File: src/rtl/lsu_pkg.sv
// Shared types for the load/store stage: access sizes, FSM states and the alignment rule.
package lsu_pkg;

  localparam int XLEN = 32;

  typedef enum logic [1:0] {
    SZ_B = 2'b00,
    SZ_H = 2'b01,
    SZ_W = 2'b10
  } size_e;

  typedef enum logic [2:0] {
    ST_IDLE,
    ST_RD,
    ST_EXT,
    ST_WR,
    ST_ERR
  } lsu_state_e;

  // Encoding 2'b11 has no access type of its own and behaves as a word.
  function automatic size_e decode_size(input logic [1:0] raw);
    case (raw)
      2'b00:   return SZ_B;
      2'b01:   return SZ_H;
      default: return SZ_W;
    endcase
  endfunction

  function automatic logic is_misaligned(input size_e sz, input logic [1:0] off);
    case (sz)
      SZ_H:    return off[0];
      SZ_W:    return off != 2'b00;
      default: return 1'b0;
    endcase
  endfunction

endpackage

File: src/rtl/lsu_lane_align.sv
// Byte-lane steering between a 32-bit SRAM word and sub-word accesses:
// load extraction with sign/zero extension, and the store merge used by read-modify-write.
module lsu_lane_align
  import lsu_pkg::*;
(
  input  logic [XLEN-1:0] rdata,
  input  logic [XLEN-1:0] wdata,
  input  logic [1:0]      off,
  input  size_e           size,
  input  logic            zext,
  output logic [XLEN-1:0] load_val,
  output logic [XLEN-1:0] merged
);

  logic [XLEN-1:0] byte_sh;
  logic [XLEN-1:0] half_sh;
  logic [XLEN-1:0] wrep;
  logic [3:0]      lane_en;

  always_comb begin
    byte_sh  = rdata >> {off, 3'b000};
    half_sh  = rdata >> {off[1], 4'b0000};
    load_val = rdata;
    lane_en  = 4'b1111;
    wrep     = wdata;
    case (size)
      SZ_B: begin
        load_val = {{(XLEN-8){~zext & byte_sh[7]}}, byte_sh[7:0]};
        lane_en  = 4'b0001 << off;
        wrep     = {4{wdata[7:0]}};
      end
      SZ_H: begin
        load_val = {{(XLEN-16){~zext & half_sh[15]}}, half_sh[15:0]};
        lane_en  = off[1] ? 4'b1100 : 4'b0011;
        wrep     = {2{wdata[15:0]}};
      end
      default: ;
    endcase
  end

  // Store data is replicated across lanes so each lane only chooses old vs new.
  for (genvar gi = 0; gi < XLEN/8; gi++) begin : g_lane
    assign merged[gi*8 +: 8] = lane_en[gi] ? wrep[gi*8 +: 8] : rdata[gi*8 +: 8];
  end

endmodule

File: src/rtl/lsu_mem_stage.sv
// Load/store stage onto a word-wide single-port SRAM; sub-word stores use read-modify-write.
// Build option LSU_MISALIGN_TRAP_EN: misaligned requests answer with resp_err instead of being force-aligned.
module lsu_mem_stage
  import lsu_pkg::*;
#(
  parameter int ADDR_W = 8
) (
  input  logic              clk,
  input  logic              rst,
  input  logic              req_valid,
  output logic              req_ready,
  input  logic              req_we,
  input  logic [1:0]        req_size,
  input  logic              req_unsigned,
  input  logic [ADDR_W+1:0] req_addr,
  input  logic [XLEN-1:0]   req_wdata,
  output logic              resp_valid,
  output logic [XLEN-1:0]   resp_rdata,
  output logic              resp_err,
  output logic              mem_we,
  output logic [ADDR_W-1:0] mem_addr,
  output logic [XLEN-1:0]   mem_wdata,
  input  logic [XLEN-1:0]   mem_rdata
);

  lsu_state_e        state_q;
  logic [ADDR_W+1:0] addr_q;
  size_e             size_q;
  logic              we_q;
  logic              zext_q;
  logic [XLEN-1:0]   wdata_q;
  logic [XLEN-1:0]   merge_q;

  size_e             req_sz;
  logic [ADDR_W+1:0] req_addr_al;
  logic [XLEN-1:0]   load_val;
  logic [XLEN-1:0]   merged;

  always_comb begin
    req_sz      = decode_size(req_size);
    req_addr_al = req_addr;
    case (req_sz)
      SZ_H:    req_addr_al[0]   = 1'b0;
      SZ_W:    req_addr_al[1:0] = 2'b00;
      default: ;
    endcase
  end

`ifdef LSU_MISALIGN_TRAP_EN
  logic req_mis;
  assign req_mis = is_misaligned(req_sz, req_addr[1:0]);
`else
  assign resp_err = 1'b0;
`endif

  assign req_ready = (state_q == ST_IDLE);
  // Gating with rst keeps a store caught in WR by reset from reaching the SRAM.
  assign mem_we    = (state_q == ST_WR) & ~rst;
  assign mem_addr  = addr_q[ADDR_W+1:2];
  assign mem_wdata = (size_q == SZ_W) ? wdata_q : merge_q;

  lsu_lane_align u_align (
    .rdata    (mem_rdata),
    .wdata    (wdata_q),
    .off      (addr_q[1:0]),
    .size     (size_q),
    .zext     (zext_q),
    .load_val (load_val),
    .merged   (merged)
  );

  always_ff @(posedge clk) begin
    if (rst) begin
      state_q    <= ST_IDLE;
      resp_valid <= 1'b0;
      resp_rdata <= '0;
      merge_q    <= '0;
`ifdef LSU_MISALIGN_TRAP_EN
      resp_err   <= 1'b0;
`endif
    end else begin
      resp_valid <= 1'b0;
`ifdef LSU_MISALIGN_TRAP_EN
      resp_err   <= 1'b0;
`endif
      case (state_q)
        ST_IDLE: begin
          if (req_valid) begin
            addr_q  <= req_addr_al;
            size_q  <= req_sz;
            we_q    <= req_we;
            zext_q  <= req_unsigned;
            wdata_q <= req_wdata;
            if (req_we && req_sz == SZ_W) state_q <= ST_WR;
            else                          state_q <= ST_RD;
`ifdef LSU_MISALIGN_TRAP_EN
            if (req_mis) state_q <= ST_ERR;
`endif
          end
        end
        ST_RD: state_q <= ST_EXT;
        ST_EXT: begin
          if (we_q) begin
            merge_q <= merged;
            state_q <= ST_WR;
          end else begin
            resp_rdata <= load_val;
            resp_valid <= 1'b1;
            state_q    <= ST_IDLE;
          end
        end
        ST_WR: begin
          resp_valid <= 1'b1;
          state_q    <= ST_IDLE;
        end
`ifdef LSU_MISALIGN_TRAP_EN
        ST_ERR: begin
          resp_valid <= 1'b1;
          resp_err   <= 1'b1;
          state_q    <= ST_IDLE;
        end
`endif
        default: state_q <= ST_IDLE;
      endcase
    end
  end

endmodule

File: config.mk
export PLATFORM = sky130hd
export DESIGN_NAME = lsu_mem_stage
export DESIGN_NICKNAME = d
export VERILOG_FILES = /design/src/rtl/lsu_pkg.sv /design/src/rtl/lsu_lane_align.sv /design/src/rtl/lsu_mem_stage.sv
export SDC_FILE = /design/constraint.sdc
export NUM_CORES = 1
export LEC_CHECK = 0
export ABC_AREA = 1
export CAP_MARGIN = 20
export CORE_MARGIN = 2
export CORE_UTILIZATION = 52
export DETAILED_ROUTE_END_ITERATION = 8
export PLACE_DENSITY = 0.86
export SYNTH_ARGS = -nofsm -noshare
export SYNTH_HDL_FRONTEND = slang
export SYNTH_SLANG_ARGS = --single-unit
File: constraint.sdc
create_clock -name clk -period 5.2 [get_ports clk]
set_input_delay 0.52 -clock clk [delete_from_list [all_inputs] [get_ports clk]]
set_output_delay 0.52 -clock clk [all_outputs]
set_load 0.02 [all_outputs]
==> qor.csv, run 1 <==
stage,metric,value,unit
status,status,"complete, no violations",
sta,worst_slack,1.38,ns
floorplanning,ios,157,
routing,drc,0,
sta,finalCriticalPeriod,3.82,ns
sta,hold_violations,0,
logic_synthesis,synth_cell_type_count,27,
final_layout,area_growth,39.2,%
logic_synthesis,synthCells,739,
critical_path,crit_path_max_incr_delay,0.66,ns
final_layout,final_util,74.2,%
cts,tritoncts,yes,
power,power_density,338,mW/mm2
logic_synthesis,synth-edff-count,46,
sta,final_max_slew_viol_count,0,
global_route,grt_first_pass_wirelength,27700,um
sta,relSlewSlack,41.2,%
cts,htree_num_levels,4,
routing,wl_met2,8570,um
logic_synthesis,yosys_warnings,0,
routing,wl_met3,1650,um
final_layout,final_common_cell,nand2_1,
logic_synthesis,async_flop_share,0,%
logic_synthesis,syn-cell-area,0.00548,mm2
logic_synthesis,synthesis.nets,820,
floorplanning,start_util,53.3,%
logic_synthesis,yosysSeqAreaShare,49.7,%
critical_path,cp_cell_sequence,"buf_4, inv_2, nor2_2, inv_1, o21ai_0, clkdlybuf4s50_1",
placement,place_congestion,0.893,
sta,setup_viol,0,
critical_path,crit_slowest_cell,clkdlybuf4s50_1,
floorplanning,die-area,0.0114,mm2
cts,cts_resized,0,
routing,wl_per_cell,17.2,um
final_layout,final_cell_mix,"198 x nand2_1, 155 x clkdlybuf4s50_1, 99 x inv_1",
global_route,grt_start_max_net_pins,49,
final_layout,num_antenna_cells,0,
placement,dp_slack,2.06,ns
global_route,first_global_vias,5465,
global_route,grtUsageTotal,31.5,%
sta,fin_skew,0.00710,ns
cts,clock_path_buffers,2,
critical_path,cp-start-kind,flip-flop,
placement,dp_hpwl,12400,um
logic_synthesis,synth_area_per_cell,7.42,um2
routing,viasPerCell,5.54,
routing,first_pass_iters,5,
power,ir_drop,0.244,mV
cts,post_cts_buffers,0,
sta,tns,0,ns
final_layout,layout.nets,955,
cts,numCtsBuffers,17,
cts,clkTransAtPathRegs,0.06,ns
routing,vias,5664,
routing,routed_wl,17600,um
cts,cts_root_buf,clkbuf_8,
sta,finalCritPeriodShare,73.4,%
logic_synthesis,synthFlopType,dfxtp_1,
floorplanning,rows,37,
floorplanning,die_x,107,um
critical_path,cp_top_family,buffers and inverters,
power,totalPowerFinal,2.58,mW
critical_path,crit_type,reg2out,
sta,rsz0062_at_grt,no,
final_layout,drive_gt1_share,6.09,%
floorplanning,die_h,107,um
global_route,antenna_found_initial,0,
critical_path,worst-path-max-fanout,40,
floorplanning,coreArea,0.0103,mm2
sta,worst_pin_slew,0.879,ns
critical_path,cp.arrival,3.30,ns
cts,clock_latency,0.53,ns
routing,highest_layer,met4,
routing,drt_iter0_drc,452,
global_route,overflow,0,
critical_path,required,4.68,ns
sta,max_freq,262,MHz
placement,port_buffers,155,
job,maxCapViolCount,0,
hold_path,worst_hold_path_type,in2reg,
cts,ctsHoldBuffers,0,
cts,clock_sinks,113,
power,power.leakage,3.23,nW
critical_path,worstSetupEndpointType,primary output,
routing,ant_nets,0,
logic_synthesis,ys_seq_elements,113,
critical_path,critPathBufInv,4,
routing,wl_met1,6860,um
final timing paths:
path | slack [ns] | start | to | cells past startpoint
max | 1.38 | size_q[1]$_DFFE_PP_ | mem_wdata[15] | 6
min | 0.54 | req_wdata[30] | wdata_q[30]$_DFFE_PP_ | 1
max reg2reg | 2.93 | size_q[1]$_DFFE_PP_ | merge_q[6]$_SDFFE_PP0N_ | 10
min reg2reg | 0.55 | merge_q[16]$_SDFFE_PP0N_ | merge_q[16]$_SDFFE_PP0N_ | 4
metrics by stage:
| stage | hold WS, ns | area, um2 | cells |
|---|---|---|---|
| after global routing | 0.534 | 7630 | 1023 |
| after CTS | 0.540 | 7630 | 1023 |
| after floorplan | 0.485 | 5480 | 739 |
| after detailed placement | 0.532 | 7050 | 991 |
| after global placement | 0.515 | 7030 | 990 |
| final | 0.544 | 7630 | 1023 |
metal layers:
metal	GRT usage (%)	up-vias
met4	13.3	0
met3	7.66	44
met5	0	-
met1	39.6	2654
li1	-	2649
met2	52.0	317
final cells by class:
cell class	count	area (um2)
clock inverter	15	161
multi-input combinational	476	2150
clock buffer	17	414
inverter	103	387
tap	136	170
sequential	113	2720
timing repair buffer	163	1620
fill	817	2650
cells in the mapped netlist, types with 2 or more instances:
cell,instances,share of area (%)
dfxtp_1,67,24
nor2_4,2,0.41
nor2_1,49,3.4
o22ai_1,15,1.7
nand3_1,31,2.8
o21ai_0,88,8.0
buf_1,3,0.21
nand2_1,198,14
clkbuf_1,19,1.3
a21oi_1,79,7.2
inv_2,3,0.21
buf_4,9,1.2
o21ai_1,2,0.18
buf_2,15,1.4
inv_1,99,6.8
edfxtp_1,46,25
nand2_2,4,0.46
logic make-up after synthesis:
group	share of synthesized area, %
other	0.0684
AND/OR/NAND/NOR	21.3
flip-flops	49.7
AO/OA/AOI/OAI	17.6
buffers and inverters	11.4
power by group:
group | internal, mW | switching, mW | total [mW]
Combinational | 0.183 | 0.249 | 0.431
Clock | 0.687 | 0.446 | 1.13
Sequential | 0.983 | 0.0354 | 1.02
Total | 1.85 | 0.730 | 2.58
sequential cells by signal, summed over array words and instances, names as in the netlist:
register / flops
size_q: 2
merge_q: 32
resp_valid: 1
wdata_q: 32
resp_rdata: 32
addr_q: 10
zext_q: 1
state_q: 2
we_q: 1
Note: power is estimated with default switching activity, not from simulation.
==> run 2: changes to the inputs <==
--- a/config.mk
+++ b/config.mk
@@ -8,9 +8,9 @@
 export ABC_AREA = 1
 export CAP_MARGIN = 20
 export CORE_MARGIN = 2
-export CORE_UTILIZATION = 52
+export CORE_UTILIZATION = 48
 export DETAILED_ROUTE_END_ITERATION = 8
-export PLACE_DENSITY = 0.86
+export PLACE_DENSITY = 0.81
 export SYNTH_ARGS = -nofsm -noshare
 export SYNTH_HDL_FRONTEND = slang
 export SYNTH_SLANG_ARGS = --single-unit
==> constraint.sdc (replaced) <==
create_clock -name clk -period 3.9 [get_ports clk]
set_input_delay 0.39 -clock clk [delete_from_list [all_inputs] [get_ports clk]]
set_output_delay 0.39 -clock clk [all_outputs]
set_load 0.02 [all_outputs]
==> run 2 against run 1 <==
Against the previous run:
- register-to-register slack got worse by 1.3 ns
- combinational power increased by 31%
- total power increased by 31%
- count of clock-buffer cells in the layout unchanged
- highest routed layer unchanged
- first-iteration DRC count increased by 10%
- critical path depth decreased by 1
- die area increased by 8.0%
- cell area decreased by 0.23%
==> qor.csv, run 2 (synthesized netlist as in run 1, its figures left out) <==
stage,metric,value,unit
critical_path,crit_path_max_incr_delay,0.64,ns
sta,max_freq,331,MHz
cts,clock_path_buffers,2,
cts,clock_latency,0.40,ns
floorplanning,die_h,111,um
routing,wl_met3,1480,um
sta,final_max_slew_viol_count,0,
global_route,first_global_vias,5010,
critical_path,cp-start-kind,flip-flop,
final_layout,final_util,67.5,%
routing,wl_per_cell,16.0,um
final_layout,area_growth,38.9,%
placement,placed_area,0.00705,mm2
sta,worst_pin_slew,0.859,ns
routing,routed_wl,16500,um
routing,vias,5457,
routing,wl_met2,7720,um
critical_path,crit_slowest_cell,clkdlybuf4s50_1,
floorplanning,die_x,111,um
sta,fin_skew,0.00605,ns
power,ir_drop,0.324,mV
critical_path,required,3.51,ns
final_layout,num_antenna_cells,0,
global_route,grtUsageTotal,26.5,%
floorplanning,die-area,0.0123,mm2
placement,place_congestion,0.930,
status,status,"complete, no violations",
critical_path,cp.arrival,2.63,ns
sta,finalCritPeriodShare,77.4,%
cts,cts_root_buf,clkbuf_16,
sta,relSlewSlack,42.5,%
cts,clkTransAtPathRegs,0.06,ns
routing,drt_iter0_drc,497,
sta,rsz0062_at_grt,no,
critical_path,worstSetupEndpointType,primary output,
hold_path,worst_hold_path_type,reg2reg,
hold_path,hp-start,merge_q[23]$_SDFFE_PP0N_,
cts,clock_sinks,113,
power,totalPowerFinal,3.38,mW
final_layout,top_regs,"merge_q (32), resp_rdata (32), wdata_q (32)",
placement,port_buffers,155,
cts,numCtsBuffers,17,
critical_path,crit_type,reg2out,
routing,first_pass_iters,5,
routing,highest_layer,met4,
critical_path,worst-path-max-fanout,17,
floorplanning,start_util,48.6,%
critical_path,cp_cell_sequence,"inv_2, nor2_2, inv_1, o21ai_0, clkdlybuf4s50_1",
critical_path,reg2reg_from,size_q[1]$_DFFE_PP_,
floorplanning,rows,39,
power,power_density,444,mW/mm2
cts,post_cts_buffers,0,
floorplanning,ios,157,
sta,hold_violations,0,
global_route,antenna_found_initial,0,
placement,dp_hpwl,11500,um
cts,cts_resized,0,
routing,ant_nets,0,
sta,tns,0,ns
routing,viasPerCell,5.30,
critical_path,crit_start,size_q[1]$_DFFE_PP_,
final_layout,layout.nets,955,
global_route,overflow,0,
final_layout,final_cell_mix,"198 x nand2_1, 155 x clkdlybuf4s50_1, 99 x inv_1",
global_route,grt_start_max_net_pins,49,
global_route,grt_first_pass_wirelength,25700,um
routing,wl_met1,6870,um
sta,finalCriticalPeriod,3.02,ns
cts,htree_num_levels,4,
final_layout,drive_gt1_share,5.98,%
cts,ctsHoldBuffers,0,
floorplanning,coreArea,0.0113,mm2
routing,drc,0,
cts,tritoncts,yes,
final_layout,design_area,0.00761,mm2
final_layout,final_common_cell,nand2_1,
job,maxCapViolCount,0,
sta,setup_viol,0,
power,power.leakage,3.22,nW
==> run 2: cell count changes in the layout (fill, tap and decap cells not counted) <==
cell	before	now
clkinvlp_4	1	3
buf_12	1	0
buf_4	7	8
bufinv_16	2	1
clkbuf_16	16	17
clkbuf_8	1	0
clkinv_1	1	2
clkinv_2	3	2
clkinv_4	6	5
==> run 2: worst paths after layout <==
path / depth (start not counted) / end / slack [ns]
setup reg to reg: 6 / resp_rdata[25]$_SDFFE_PP0P_ / 1.67
hold / removal: 4 / merge_q[23]$_SDFFE_PP0N_ / 0.52
hold reg to reg: 4 / merge_q[23]$_SDFFE_PP0N_ / 0.52
setup / recovery: 5 / mem_wdata[15] / 0.88
==> run 2: worst max-delay path: cells and delay by family (launching register included) <==
kind | cells | cell delay [ns]
buf+inv | 3 | 1.11
compound gates | 1 | 0.27
flops | 1 | 0.35
simple gates | 1 | 0.49
==> run 2: where the power goes <==
part / switching (mW) / internal [mW] / total (mW)
Combinational: 0.324 / 0.241 / 0.566
Clock: 0.578 / 0.880 / 1.46
Sequential: 0.0449 / 1.31 / 1.36
==> run 2: layer usage <==
layer	global-route usage, %	vias to the layer above
met5	0	-
met4	10.2	0
met3	6.23	39
met2	42.7	304
met1	34.6	2468
li1	-	2646
==> run 2: final cells by class <==
class                   count  area, um2
clock buffers              17        425
clock inverters            15        136
fillers                   936       3660
inverters                 103        387
multi-input cells         476       2150
flip-flops and latches    113       2720
well taps                 143        179
repair buffers            163       1610
==> run 2: metrics by stage <==
step | setup slack, ns | instances | hold WS, ns
5_1_grt | 0.653 | 1030 | 0.537
4_1_cts | 0.857 | 1030 | 0.523
2_1_floorplan | 0.660 | 739 | 0.485
3_3_place_gp | 1.43 | 998 | 0.508
6_report | 0.882 | 1030 | 0.523
3_5_place_dp | 1.35 | 998 | 0.513
==> run 3: changes to the inputs <==
==> constraint.sdc (replaced) <==
create_clock -name clk -period 3.05 [get_ports clk]
set_input_delay 0.305 -clock clk [delete_from_list [all_inputs] [get_ports clk]]
set_output_delay 0.305 -clock clk [all_outputs]
set_load 0.02 [all_outputs]
==> run 3 against run 2 <==
Against the previous run:
- total power grew 32%
- largest cell class unchanged
- critical path depth grew 2
- die area is the same
- clock skew grew 0.00073 ns
- utilization grew 0.56 points
- sequential power grew 27%
- worst setup slack lost 0.50 ns
- count of clock-buffer cells in the layout is the same
- largest power group unchanged
- critical path type unchanged
- sequential cell count is the same
- register-to-register slack lost 0.65 ns
==> qor.csv, run 3 (synthesized netlist as in run 1, its figures left out) <==
stage,metric,value,unit
routing,drc,0,
sta,worst_slack,0.385,ns
critical_path,worstSetupEndpointType,primary output,
cts,clkTransAtPathRegs,0.06,ns
power,power_density,580,mW/mm2
sta,hold_violations,0,
critical_path,required,2.74,ns
final_layout,nFillCells,905,
sta,max_freq,375,MHz
job,maxCapViolCount,0,
routing,first_pass_iters,6,
global_route,first_global_vias,5120,
placement,port_buffers,155,
routing,vias,5416,
placement,place_congestion,0.928,
sta,tns,0,ns
routing,routed_wl,16200,um
final_layout,final_cell_mix,"198 x nand2_1, 155 x clkdlybuf4s50_1, 99 x inv_1",
cts,tritoncts,yes,
critical_path,cp-start-kind,flip-flop,
sta,finalCriticalPeriod,2.66,ns
power,power.leakage,3.25,nW
floorplanning,die_h,111,um
floorplanning,ios,157,
cts,ctsHoldBuffers,0,
placement,dp_slack,0.784,ns
final_layout,multiInputGateArea,0.00215,mm2
global_route,antenna_found_initial,0,
floorplanning,die_x,111,um
critical_path,crit_type,reg2out,
global_route,grt_start_max_net_pins,48,
routing,viasPerCell,5.25,
floorplanning,rows,39,
final_layout,area_growth,40.0,%
cts,post_cts_buffers,0,
sta,rsz0062_at_grt,no,
global_route,grt_first_pass_wirelength,26100,um
floorplanning,die-area,0.0123,mm2
final_layout,drive_gt1_share,6.30,%
critical_path,worst-path-max-fanout,16,
cts,clock_sinks,113,
sta,fin_skew,0.00678,ns
floorplanning,coreArea,0.0113,mm2
cts,clock_path_buffers,2,
sta,relSlewSlack,54.3,%
final_layout,layout.nets,957,
final_layout,final_common_cell,nand2_1,
power,ir_drop,0.338,mV
routing,wl_per_cell,15.7,um
cts,cts_root_buf,clkbuf_16,
sta,worst_pin_slew,0.684,ns
global_route,overflow,0,
cts,htree_num_levels,4,
status,status,"complete, no violations",
cts,cts_resized,0,
routing,ant_nets,0,
cts,numCtsBuffers,17,
hold_path,worst_hold_path_type,in2reg,
floorplanning,start_util,48.6,%
final_layout,top_regs,"merge_q (32), resp_rdata (32), wdata_q (32)",
global_route,grtUsageTotal,26.7,%
sta,setup_viol,0,
critical_path,cp.arrival,2.36,ns
final_layout,num_antenna_cells,0,
final_layout,register_area,0.00272,mm2
placement,dp_hpwl,11500,um
cts,clock_latency,0.41,ns
sta,final_max_slew_viol_count,0,
routing,drt_iter0_drc,482,
sta,finalCritPeriodShare,87.4,%
## run 3: cell types whose count changed in the layout (fill, tap and decap cells not counted), sizes merged
| cell | delta |
|---|---|
| bufinv | +1 |
| clkinvlp | -1 |
| buf | +2 |
| clkinv | -4 |
| inv | +4 |
## run 3: area by class of cell
class	instances	area share, %
inverter	103	5.04
multi-input combinational	476	28.0
clock buffer	17	5.54
sequential	113	35.5
tap	143	2.33
clock inverter	15	2.23
timing repair buffer	165	21.4
## run 3: critical path, cell delays in order (launching register included)
cell             delay [ns]
edfxtp_1               0.40
inv_2                  0.21
nor2_2                 0.07
buf_4                  0.19
inv_1                  0.27
nand2_1                0.10
o21ai_0                0.09
clkdlybuf4s50_1        0.63
## run 3: final timing paths
path / startpoint / endpoint / slack (ns) / cells after the start
worst max-delay path: size_q[1]$_DFFE_PP_ / mem_wdata[8] / 0.39 / 7
worst min-delay path: req_wdata[6] / wdata_q[6]$_DFFE_PP_ / 0.44 / 1
worst max register to register: size_q[1]$_DFFE_PP_ / merge_q[1]$_SDFFE_PP0N_ / 1.02 / 9
worst min register to register: resp_rdata[5]$_SDFFE_PP0P_ / resp_rdata[5]$_SDFFE_PP0P_ / 0.53 / 2
## run 3: where the power goes
| group | internal [mW] | total [mW] | switching [mW] |
|---|---|---|---|
| logic | 0.313 | 0.727 | 0.413 |
| registers | 1.68 | 1.73 | 0.0554 |
| clock network | 1.22 | 1.99 | 0.770 |
| total | 3.21 | 4.45 | 1.24 |
## run 3: routing by layer
metal	vias up	track usage (%)	wire, um	share of wire [%]
li1	2658	-	-	-
met1	2405	35.8	6580	41
met2	328	43.1	7580	47
met3	25	6.40	1710	11
met4	0	8.42	340	2.1
met5	-	0	0	0
## run 3: metrics by stage
step | instances | total power [mW] | cell area (um2) | utilization, % | hold slack (ns)
final | 1032 | 4.45 | 7670 | 68.1 | 0.444
after global placement | 1000 | 2.47 | 7080 | 62.8 | 0.512
after floorplan | 739 | 2.14 | 5480 | - | 0.404
after global routing | 1032 | 4.62 | 7670 | 68.1 | 0.430
after CTS | 1032 | 4.46 | 7670 | 68.1 | 0.442
after detailed placement | 1000 | 2.48 | 7080 | 62.8 | 0.516
